`config.mk`:
```
export PLATFORM = sky130hd
export DESIGN_NAME = pipe_addsub
export DESIGN_NICKNAME = d
export VERILOG_FILES = /design/src/rtl/pipe_addsub_pkg.sv /design/src/rtl/pipe_addsub_chunk.sv /design/src/rtl/pipe_addsub.sv
export SDC_FILE = /design/constraint.sdc
export NUM_CORES = 1
export LEC_CHECK = 0
export BUFFER_PORTS_ARGS = -buffer_cell sky130_fd_sc_hd__clkbuf_2
export CAP_MARGIN = 30
export CORE_MARGIN = 4
export CORE_UTILIZATION = 52
export DETAILED_ROUTE_END_ITERATION = 10
export MAX_ROUTING_LAYER = met4
export PLACE_DENSITY_LB_ADDON = 0.25
export SYNTH_ARGS = -nofsm -noshare
export SYNTH_HDL_FRONTEND = slang
export SYNTH_HIERARCHICAL = 1
export SYNTH_SLANG_ARGS = --single-unit
```
`constraint.sdc`:
```
create_clock -name clk -period 5.6 [get_ports clk]
set_input_delay 0.28 -clock clk [delete_from_list [all_inputs] [get_ports clk]]
set_output_delay 0.28 -clock clk [all_outputs]
set_load 0.005 [all_outputs]
```
`src/rtl/pipe_addsub_pkg.sv`:
```
// Shared helpers for pipe_addsub.
// The chunk width depends on the instantiating module's WIDTH/STAGES, so it
// is provided as a constant function rather than a fixed localparam.
package pipe_addsub_pkg;

  // Bits handled by each pipeline stage.
  function automatic int chunk_w(input int width, input int stages);
    return width / stages;
  endfunction

  // Legal geometry: 1 <= STAGES <= WIDTH and WIDTH splits evenly.
  function automatic bit params_ok(input int width, input int stages);
    return (stages >= 1) && (stages <= width) && ((width % stages) == 0);
  endfunction

endpackage

```
`src/rtl/pipe_addsub_chunk.sv`:
```
// addsub_chunk: combinational CH-bit ripple of full-adder cells.
//   a, b   : chunk operands (b already inverted for subtract)
//   ci     : carry into bit 0
//   s      : chunk sum
//   co     : carry out of the top bit
//   c_msb  : carry into the top bit (signed overflow detection)
module addsub_chunk #(
  parameter int CH = 8
) (
  input  logic [CH-1:0] a,
  input  logic [CH-1:0] b,
  input  logic          ci,
  output logic [CH-1:0] s,
  output logic          co,
  output logic          c_msb
);

  logic [CH:0] c;

  always_comb begin
    c    = '0;
    s    = '0;
    c[0] = ci;
    for (int i = 0; i < CH; i++) begin
      s[i]   = a[i] ^ b[i] ^ c[i];
      c[i+1] = (a[i] & b[i]) | (c[i] & (a[i] ^ b[i]));
    end
  end

  assign co    = c[CH];
  assign c_msb = c[CH-1];

endmodule

```
`src/rtl/pipe_addsub.sv`:
```
// pipe_addsub: pipelined ripple-carry adder/subtractor.
// WIDTH bits are split into STAGES chunks; each stage ripples one chunk and
// registers its carry. Upper operand chunks are skewed forward, lower sum
// chunks are de-skewed, so the full result lands aligned after STAGES cycles.
//   clk, rst             : clock, async active-high reset
//   in_valid / in_ready  : operand handshake (in_ready = global advance)
//   a, b, cin, sub       : operands; sub=1 computes a-b and ignores cin
//   out_valid / out_ready: result handshake, full back-pressure
//   sum, cout, ovf, zero : result and flags, registered together
module pipe_addsub
  import pipe_addsub_pkg::*;
#(
  parameter int WIDTH  = 32,
  parameter int STAGES = 4
) (
  input  logic             clk,
  input  logic             rst,
  input  logic             in_valid,
  output logic             in_ready,
  input  logic [WIDTH-1:0] a,
  input  logic [WIDTH-1:0] b,
  input  logic             cin,
  input  logic             sub,
  output logic             out_valid,
  input  logic             out_ready,
  output logic [WIDTH-1:0] sum,
  output logic             cout,
  output logic             ovf,
  output logic             zero
);

  localparam int CH = chunk_w(WIDTH, STAGES);

  if (!params_ok(WIDTH, STAGES)) begin : g_bad_params
    $error("pipe_addsub: WIDTH must be a multiple of STAGES, 1 <= STAGES <= WIDTH");
  end

  logic              adv;
  logic [STAGES-1:0] vld_pipe;
  logic [WIDTH-1:0]  b_eff;
  logic [STAGES-1:0] cm_w;

  // Whole pipe moves together; a stalled output freezes every stage.
  assign adv       = !out_valid || out_ready;
  assign in_ready  = adv;
  assign out_valid = vld_pipe[STAGES-1];
  // Subtract = a + ~b + 1; the +1 enters as stage-0 carry.
  assign b_eff     = sub ? ~b : b;

  always_ff @(posedge clk or posedge rst) begin
    if (rst)      vld_pipe <= '0;
    else if (adv) vld_pipe <= STAGES'({vld_pipe, in_valid});
  end

  for (genvar k = 0; k < STAGES; k++) begin : stg
    localparam int HI = (k + 1) * CH;

    logic [CH-1:0] ca, cb, cs;
    logic          ci, co;
    logic [HI-1:0] s_nxt;

    if (k == 0) begin : g_in
      assign ca    = a[CH-1:0];
      assign cb    = b_eff[CH-1:0];
      assign ci    = sub | cin;
      assign s_nxt = cs;
    end else begin : g_in
      assign ca    = stg[k-1].g_mid.a_q[k*CH +: CH];
      assign cb    = stg[k-1].g_mid.b_q[k*CH +: CH];
      assign ci    = stg[k-1].g_mid.c_q;
      assign s_nxt = {cs, stg[k-1].g_mid.s_q};
    end

    addsub_chunk #(.CH(CH)) u_chunk (
      .a     (ca),
      .b     (cb),
      .ci    (ci),
      .s     (cs),
      .co    (co),
      .c_msb (cm_w[k])
    );

    if (k < STAGES - 1) begin : g_mid
      // Triangular skew: only the not-yet-added operand bits travel on.
      logic [HI-1:0]    s_q;
      logic             c_q;
      logic [WIDTH-1:HI] a_q, b_q, a_nxt, b_nxt;

      if (k == 0) begin : g_op
        assign a_nxt = a[WIDTH-1:HI];
        assign b_nxt = b_eff[WIDTH-1:HI];
      end else begin : g_op
        assign a_nxt = stg[k-1].g_mid.a_q[WIDTH-1:HI];
        assign b_nxt = stg[k-1].g_mid.b_q[WIDTH-1:HI];
      end

      always_ff @(posedge clk or posedge rst) begin
        if (rst) begin
          s_q <= '0;
          c_q <= 1'b0;
          a_q <= '0;
          b_q <= '0;
        end else if (adv) begin
          s_q <= s_nxt;
          c_q <= co;
          a_q <= a_nxt;
          b_q <= b_nxt;
        end
      end
    end else begin : g_fin
      // Final stage doubles as the output register; flags ride with sum.
      always_ff @(posedge clk or posedge rst) begin
        if (rst) begin
          sum  <= '0;
          cout <= 1'b0;
          ovf  <= 1'b0;
          zero <= 1'b0;
        end else if (adv) begin
          sum  <= s_nxt;
          cout <= co;
          ovf  <= co ^ cm_w[k];
          zero <= ~|s_nxt;
        end
      end
    end
  end

endmodule
```
; ---- Word level (Yosys, flattened, before mapping)
; Index checks and enable logic that the tools add are counted.
[totals]
inputBits = 70
output_inout_bits = 37
ff_bits = 186
word_cells = 185
[classes]
mux = 1
bitwise_logic = 163
n_reduce_logical = 4
[op_table]
columns = operator, n
row1 = 1-bit XOR, 65
row2 = 1-bit bitwise AND, 64
row3 = 1-bit bitwise OR, 33
row4 = 32-bit two-way mux, 1
row5 = 32-bit NOT, 1
row6 = 32-bit OR reduction, 1
row7 = 1-bit logical NOT, 2
row8 = 1-bit logical OR, 1

; ---- Depth between registers and ports, before layout
[logic_depth]
word_depth = 19
depth_mapped = 17
depth_no_buf = 15

; ---- Modules after synthesis
; The synthesis kept the hierarchy.
[modules_own_cells]
columns = mod, area_each_um2, cells_each, seq_area_each_um2, instances
row1 = pipe_addsub, 7405.9, 808, 4654.5, 1
row2 = addsub_chunk, 197.7, 18, 0.0, 4

; ---- Least setup slack after synthesis
; No wires, ideal clock.
[synth_timing]
kind = reg-to-reg
from = reg stg[2].g_mid.a_q[24] (netlist bit)
to = reg zero
path_slack_ns = 1.731
stages_incl_launch_ff = 16
arrival_ns = 3.774
setup_time_ns = 0.095
required_ns = 5.505
path_cell_list = dfrtp_1 > fa_1 > inv_1 > fa_1 > inv_1 > fa_1 > fa_1 > fa_1 > fa_1 > inv_1 > fa_1 > inv_1 > fa_1 > nor4_1 > nand4_1 > o31ai_1
[synth_via]
elab_chain_cells = 18
word_cells_on_any_way = 26
cone_classes = bitwise (24) / reduce/logical (2)
[synth_lines]
columns = item, line
row1 = from (decl), pipe_addsub.sv:87  ; logic [WIDTH-1:HI] a_q, b_q, a_nxt, b_nxt;
row2 = from (signal assigned), pipe_addsub.sv:106  ; a_q <= a_nxt;
row3 = 1-bit XOR, pipe_addsub_chunk.sv:26  ; c[i+1] = (a[i] & b[i]) | (c[i] & (a[i] ^ b[i]));
row4 = 1-bit bitwise AND, pipe_addsub_chunk.sv:26
row5 = 1-bit bitwise OR *, pipe_addsub_chunk.sv:26
row6 = 1-bit bitwise AND *, pipe_addsub_chunk.sv:26
row7 = 1-bit bitwise OR *, pipe_addsub_chunk.sv:26
row8 = 1-bit bitwise AND *, pipe_addsub_chunk.sv:26
row9 = 1-bit bitwise OR *, pipe_addsub_chunk.sv:26
row10 = 1-bit bitwise AND *, pipe_addsub_chunk.sv:26
row11 = (+4 left out), n/a
row12 = 1-bit bitwise OR *, pipe_addsub_chunk.sv:26
row13 = 1-bit bitwise AND *, pipe_addsub_chunk.sv:26
row14 = 1-bit bitwise OR *, pipe_addsub_chunk.sv:26
row15 = via cm_w[3], pipe_addsub.sv:41  ; logic [STAGES-1:0] cm_w;
row16 = 1-bit XOR *, pipe_addsub_chunk.sv:25  ; s[i] = a[i] ^ b[i] ^ c[i];
row17 = via stg[3].cs[7], pipe_addsub.sv:58  ; logic [CH-1:0] ca, cb, cs;
row18 = 32-bit OR reduction *, pipe_addsub.sv:122  ; zero <= ~|s_nxt;
row19 = 1-bit logical NOT *, pipe_addsub.sv:122
row20 = to (signal assigned), pipe_addsub.sv:122
row21 = to (decl), pipe_addsub.sv:29  ; output logic zero
; Mark *: on every way through the listed nets, which the timed path passes. The rest lies on a longest branch.
; A chain may end at the register's enable or synchronous reset.

; ---- Worst setup path in the final report
; Ends and elaborated chain as after synthesis.

==> results.sh <==
export IMPL_clk_insertion_delay_late_ns=0.42
export IMPL_max_freq_mhz=246
export IMPL_crit_arrival_ns=4.39
export IMPL_fp_dieH_um=134
export IMPL_h_tree_depth=4
export IMPL_dieArea_um2=17800
export IMPL_max_cap_violations=0
export IMPL_synth_edff_count=0
export IMPL_grt_pass1_vias=5366
export IMPL_coreArea_um2=15300
export IMPL_end_kind="flop"
export IMPL_post_synth_top_count_cell="nand2_1"
export IMPL_clockBufferDepth=2
export IMPL_setup_viol_count_final=0
export IMPL_ys_flop_type="dfrtp_1"
export IMPL_antenna_found_initial=0
export IMPL_crit_type="reg2reg"
export IMPL_min_period_ns=4.06
export IMPL_crit_required_ns=5.93
export IMPL_wl_per_cell_um=12.7
export IMPL_grt_max_degree=128
export IMPL_postSynthCellCount=880
export IMPL_cts_buffers=17
export IMPL_top_level_ports=107
export IMPL_min_period_over_period=0.725
export IMPL_fp_dieW_um=134
export IMPL_reg2reg_depth=15
export IMPL_dp_hpwl_mm=10.3
export IMPL_post_cts_resized=0
export IMPL_pre_cts_ws_ns=1.44
export IMPL_finalSetupTns_ns=0
export IMPL_skew_ns=0.00553
export IMPL_leakage_nw=5.02
export IMPL_grt_first_pass_wirelength_mm=26.4
export IMPL_drive_gt1_frac=0.148
export IMPL_port_buffers=106
export IMPL_tritoncts="built"
export IMPL_yosys_area_top_type="dfrtp_1"
export IMPL_ant_nets=0
export IMPL_syn_num_nets=982
export IMPL_peakVddDrop_mv=0.248
export IMPL_regArea_um2=4650
export IMPL_antenna_cells=0
export IMPL_floorplan_rows=45
export IMPL_clkSlewWorstSetupHoldPaths_ns=0.06
export IMPL_instances_no_fill=1190
export IMPL_num_nets_final=1068
export IMPL_synth_area_leaders="dfrtp_1 57%, nand2_1 23%, fa_1 7.8%"
export IMPL_r2r_start="stg[2].g_mid.a_q[24]$_DFFE_PP0P_"
export IMPL_multi_input_area_um2=3040
export IMPL_syn_to_final_growth_pct=13.6
export IMPL_synth_seq_cells=186
export IMPL_synth_seq_area_share=0.568
export IMPL_num_vias=5531
export IMPL_hold_violations=0
export IMPL_slew_headroom=0.428
export IMPL_start_kind="flop"
export IMPL_placedCellCount=1158
export IMPL_yosysWarningCount=6
export IMPL_clockRootBuffer="clkbuf_16"
export IMPL_first_pass_iters=4
export IMPL_path_max_fanout=2
export IMPL_post_cts_buffers=0
export IMPL_drc=0
export IMPL_routabilityCongestion=0.806
export IMPL_grt_usage=0.191
export IMPL_r2r_end="zero$_DFFE_PP0P_"
export IMPL_gr_total_overflow=0
export IMPL_reg2reg_slack_ns=1.54
export IMPL_avgViaCountPerCell=4.65
export IMPL_async_flop_share=1.00
export IMPL_avgSynthCellArea_um2=9.31
export IMPL_hold_path_class="in2async"
export IMPL_nFillCells=1393
export IMPL_yosysTopAreaCellShare=0.568
export IMPL_synth_commonest_cells="503 x nand2_1, 186 x dfrtp_1, 41 x inv_1, 32 x fa_1, 25 x xnor2_1"
export IMPL_cts_hold_buffers_added=0
export IMPL_timing_critical_path_from="stg[2].g_mid.a_q[24]$_DFFE_PP0P_"
export IMPL_yosysUniqueCellTypes=21
export IMPL_max_slew_worst_pin_slew_ns=0.857
export IMPL_rsz0062_at_grt="false"
export IMPL_synth_area_um2=8200
export IMPL_drt_iter0_drc=423
export IMPL_start_util=0.535
export IMPL_status="finished, final reports clean"
export IMPL_drt_wl_total_mm=15.2
export IMPL_power_density_nw_per_um2=556
export IMPL_setup_slack_ns=1.54
export IMPL_cts_sinks=186
export IMPL_drv_slew=0
## layout by cell type (no fill, tap or decap)
| cell | n |
|---|---|
| o31ai_1 | 1 |
| clkbuf_2 | 106 |
| clkinvlp_4 | 2 |
| nor4_1 | 8 |
| dfrtp_1 | 186 |
| clkbuf_1 | 2 |
| o21ai_1 | 24 |
| bufinv_16 | 3 |
| clkbuf_8 | 1 |
| buf_4 | 5 |
| or2_1 | 1 |
| nand2_1 | 503 |
| inv_4 | 1 |
| inv_8 | 1 |
| xor2_1 | 8 |
| nand2b_1 | 1 |
| nor2b_4 | 1 |
| clkinv_4 | 1 |
| xnor2_1 | 25 |
| inv_6 | 1 |
| fa_1 | 32 |
| o21ai_0 | 1 |
| clkbuf_16 | 17 |
| clkinv_2 | 5 |
| inv_1 | 40 |
| nand4_1 | 2 |
| buf_12 | 1 |
## where the power goes
part	switching, mW	leakage (nW)	total (mW)	internal (mW)
Combinational	0.986	2.47	1.65	0.662
Clock	0.494	0.290	1.21	0.712
Sequential	0.385	2.26	2.32	1.94
Total	1.86	5.02	5.18	3.31
## per-layer routing
layer	vias to the layer above	wire length [um]	global-route usage
li1	2830	-	-
met1	2565	7730	0.284
met2	118	6570	0.262
met3	18	639	0.0381
met4	0	215	0.0657
met5	-	0	-
## critical path, cell delays in order (launching register included)
cell and delay [ns]:
dfrtp_1 0.40, fa_1 0.43, inv_1 0.08, fa_1 0.15, inv_1 0.05, fa_1 0.37, fa_1 0.39, fa_1 0.39
fa_1 0.36, inv_1 0.07, fa_1 0.15, inv_1 0.07, fa_1 0.47, nor4_1 0.24, nand4_1 0.12, o31ai_1 0.23
## sequential cells by signal (all words and copies together) (netlist names)
name / count
sum: 32
zero: 1
vld_pipe: 4
stg.g_mid.s_q: 48
cout: 1
stg.g_mid.c_q: 3
ovf: 1
stg.g_mid.b_q: 48
stg.g_mid.a_q: 48
## how the worst max path moves through the flow
stage	to	slack, ns	cells after the start
detailed placement	stg[0].g_mid.s_q[7]$_DFFE_PP0P_	1.44	16
finish	zero$_DFFE_PP0P_	1.54	15
global placement	stg[0].g_mid.s_q[7]$_DFFE_PP0P_	1.50	16
global route	zero$_DFFE_PP0P_	1.29	15
floorplan	cout$_DFFE_PP0P_	0.26	1
CTS	zero$_DFFE_PP0P_	1.53	15
## logic make-up after synthesis
kind of cell,Yosys count,synth area share
xor+xnor,33,0.0353
fa+ha+maj,32,0.0782
buf+inv,87,0.0614
flops,186,0.568
compound gates,26,0.0162
simple gates,516,0.241
## area by class of cell
class / count / area share
Clock buffer: 20 / 0.0480
Clock inverter: 12 / 0.0159
Inverter: 42 / 0.0180
Multi-Input combinational cell: 607 / 0.327
Sequential cell: 186 / 0.500
Tap cell: 211 / 0.0284
Timing Repair Buffer: 112 / 0.0632
## stage by stage
stage	hold WS (ns)	power [mW]	area (um^2)	util
final	0.0473	5.18	9310	0.608
after global routing	0.0401	5.65	9310	0.608
after CTS	0.0327	5.24	9310	0.608
after detailed placement	0.455	4.02	8710	0.569
after global placement	0.449	3.93	8690	0.568
after floorplan	0.392	3.51	8200	-
Note: power is estimated with default switching activity, not from simulation.
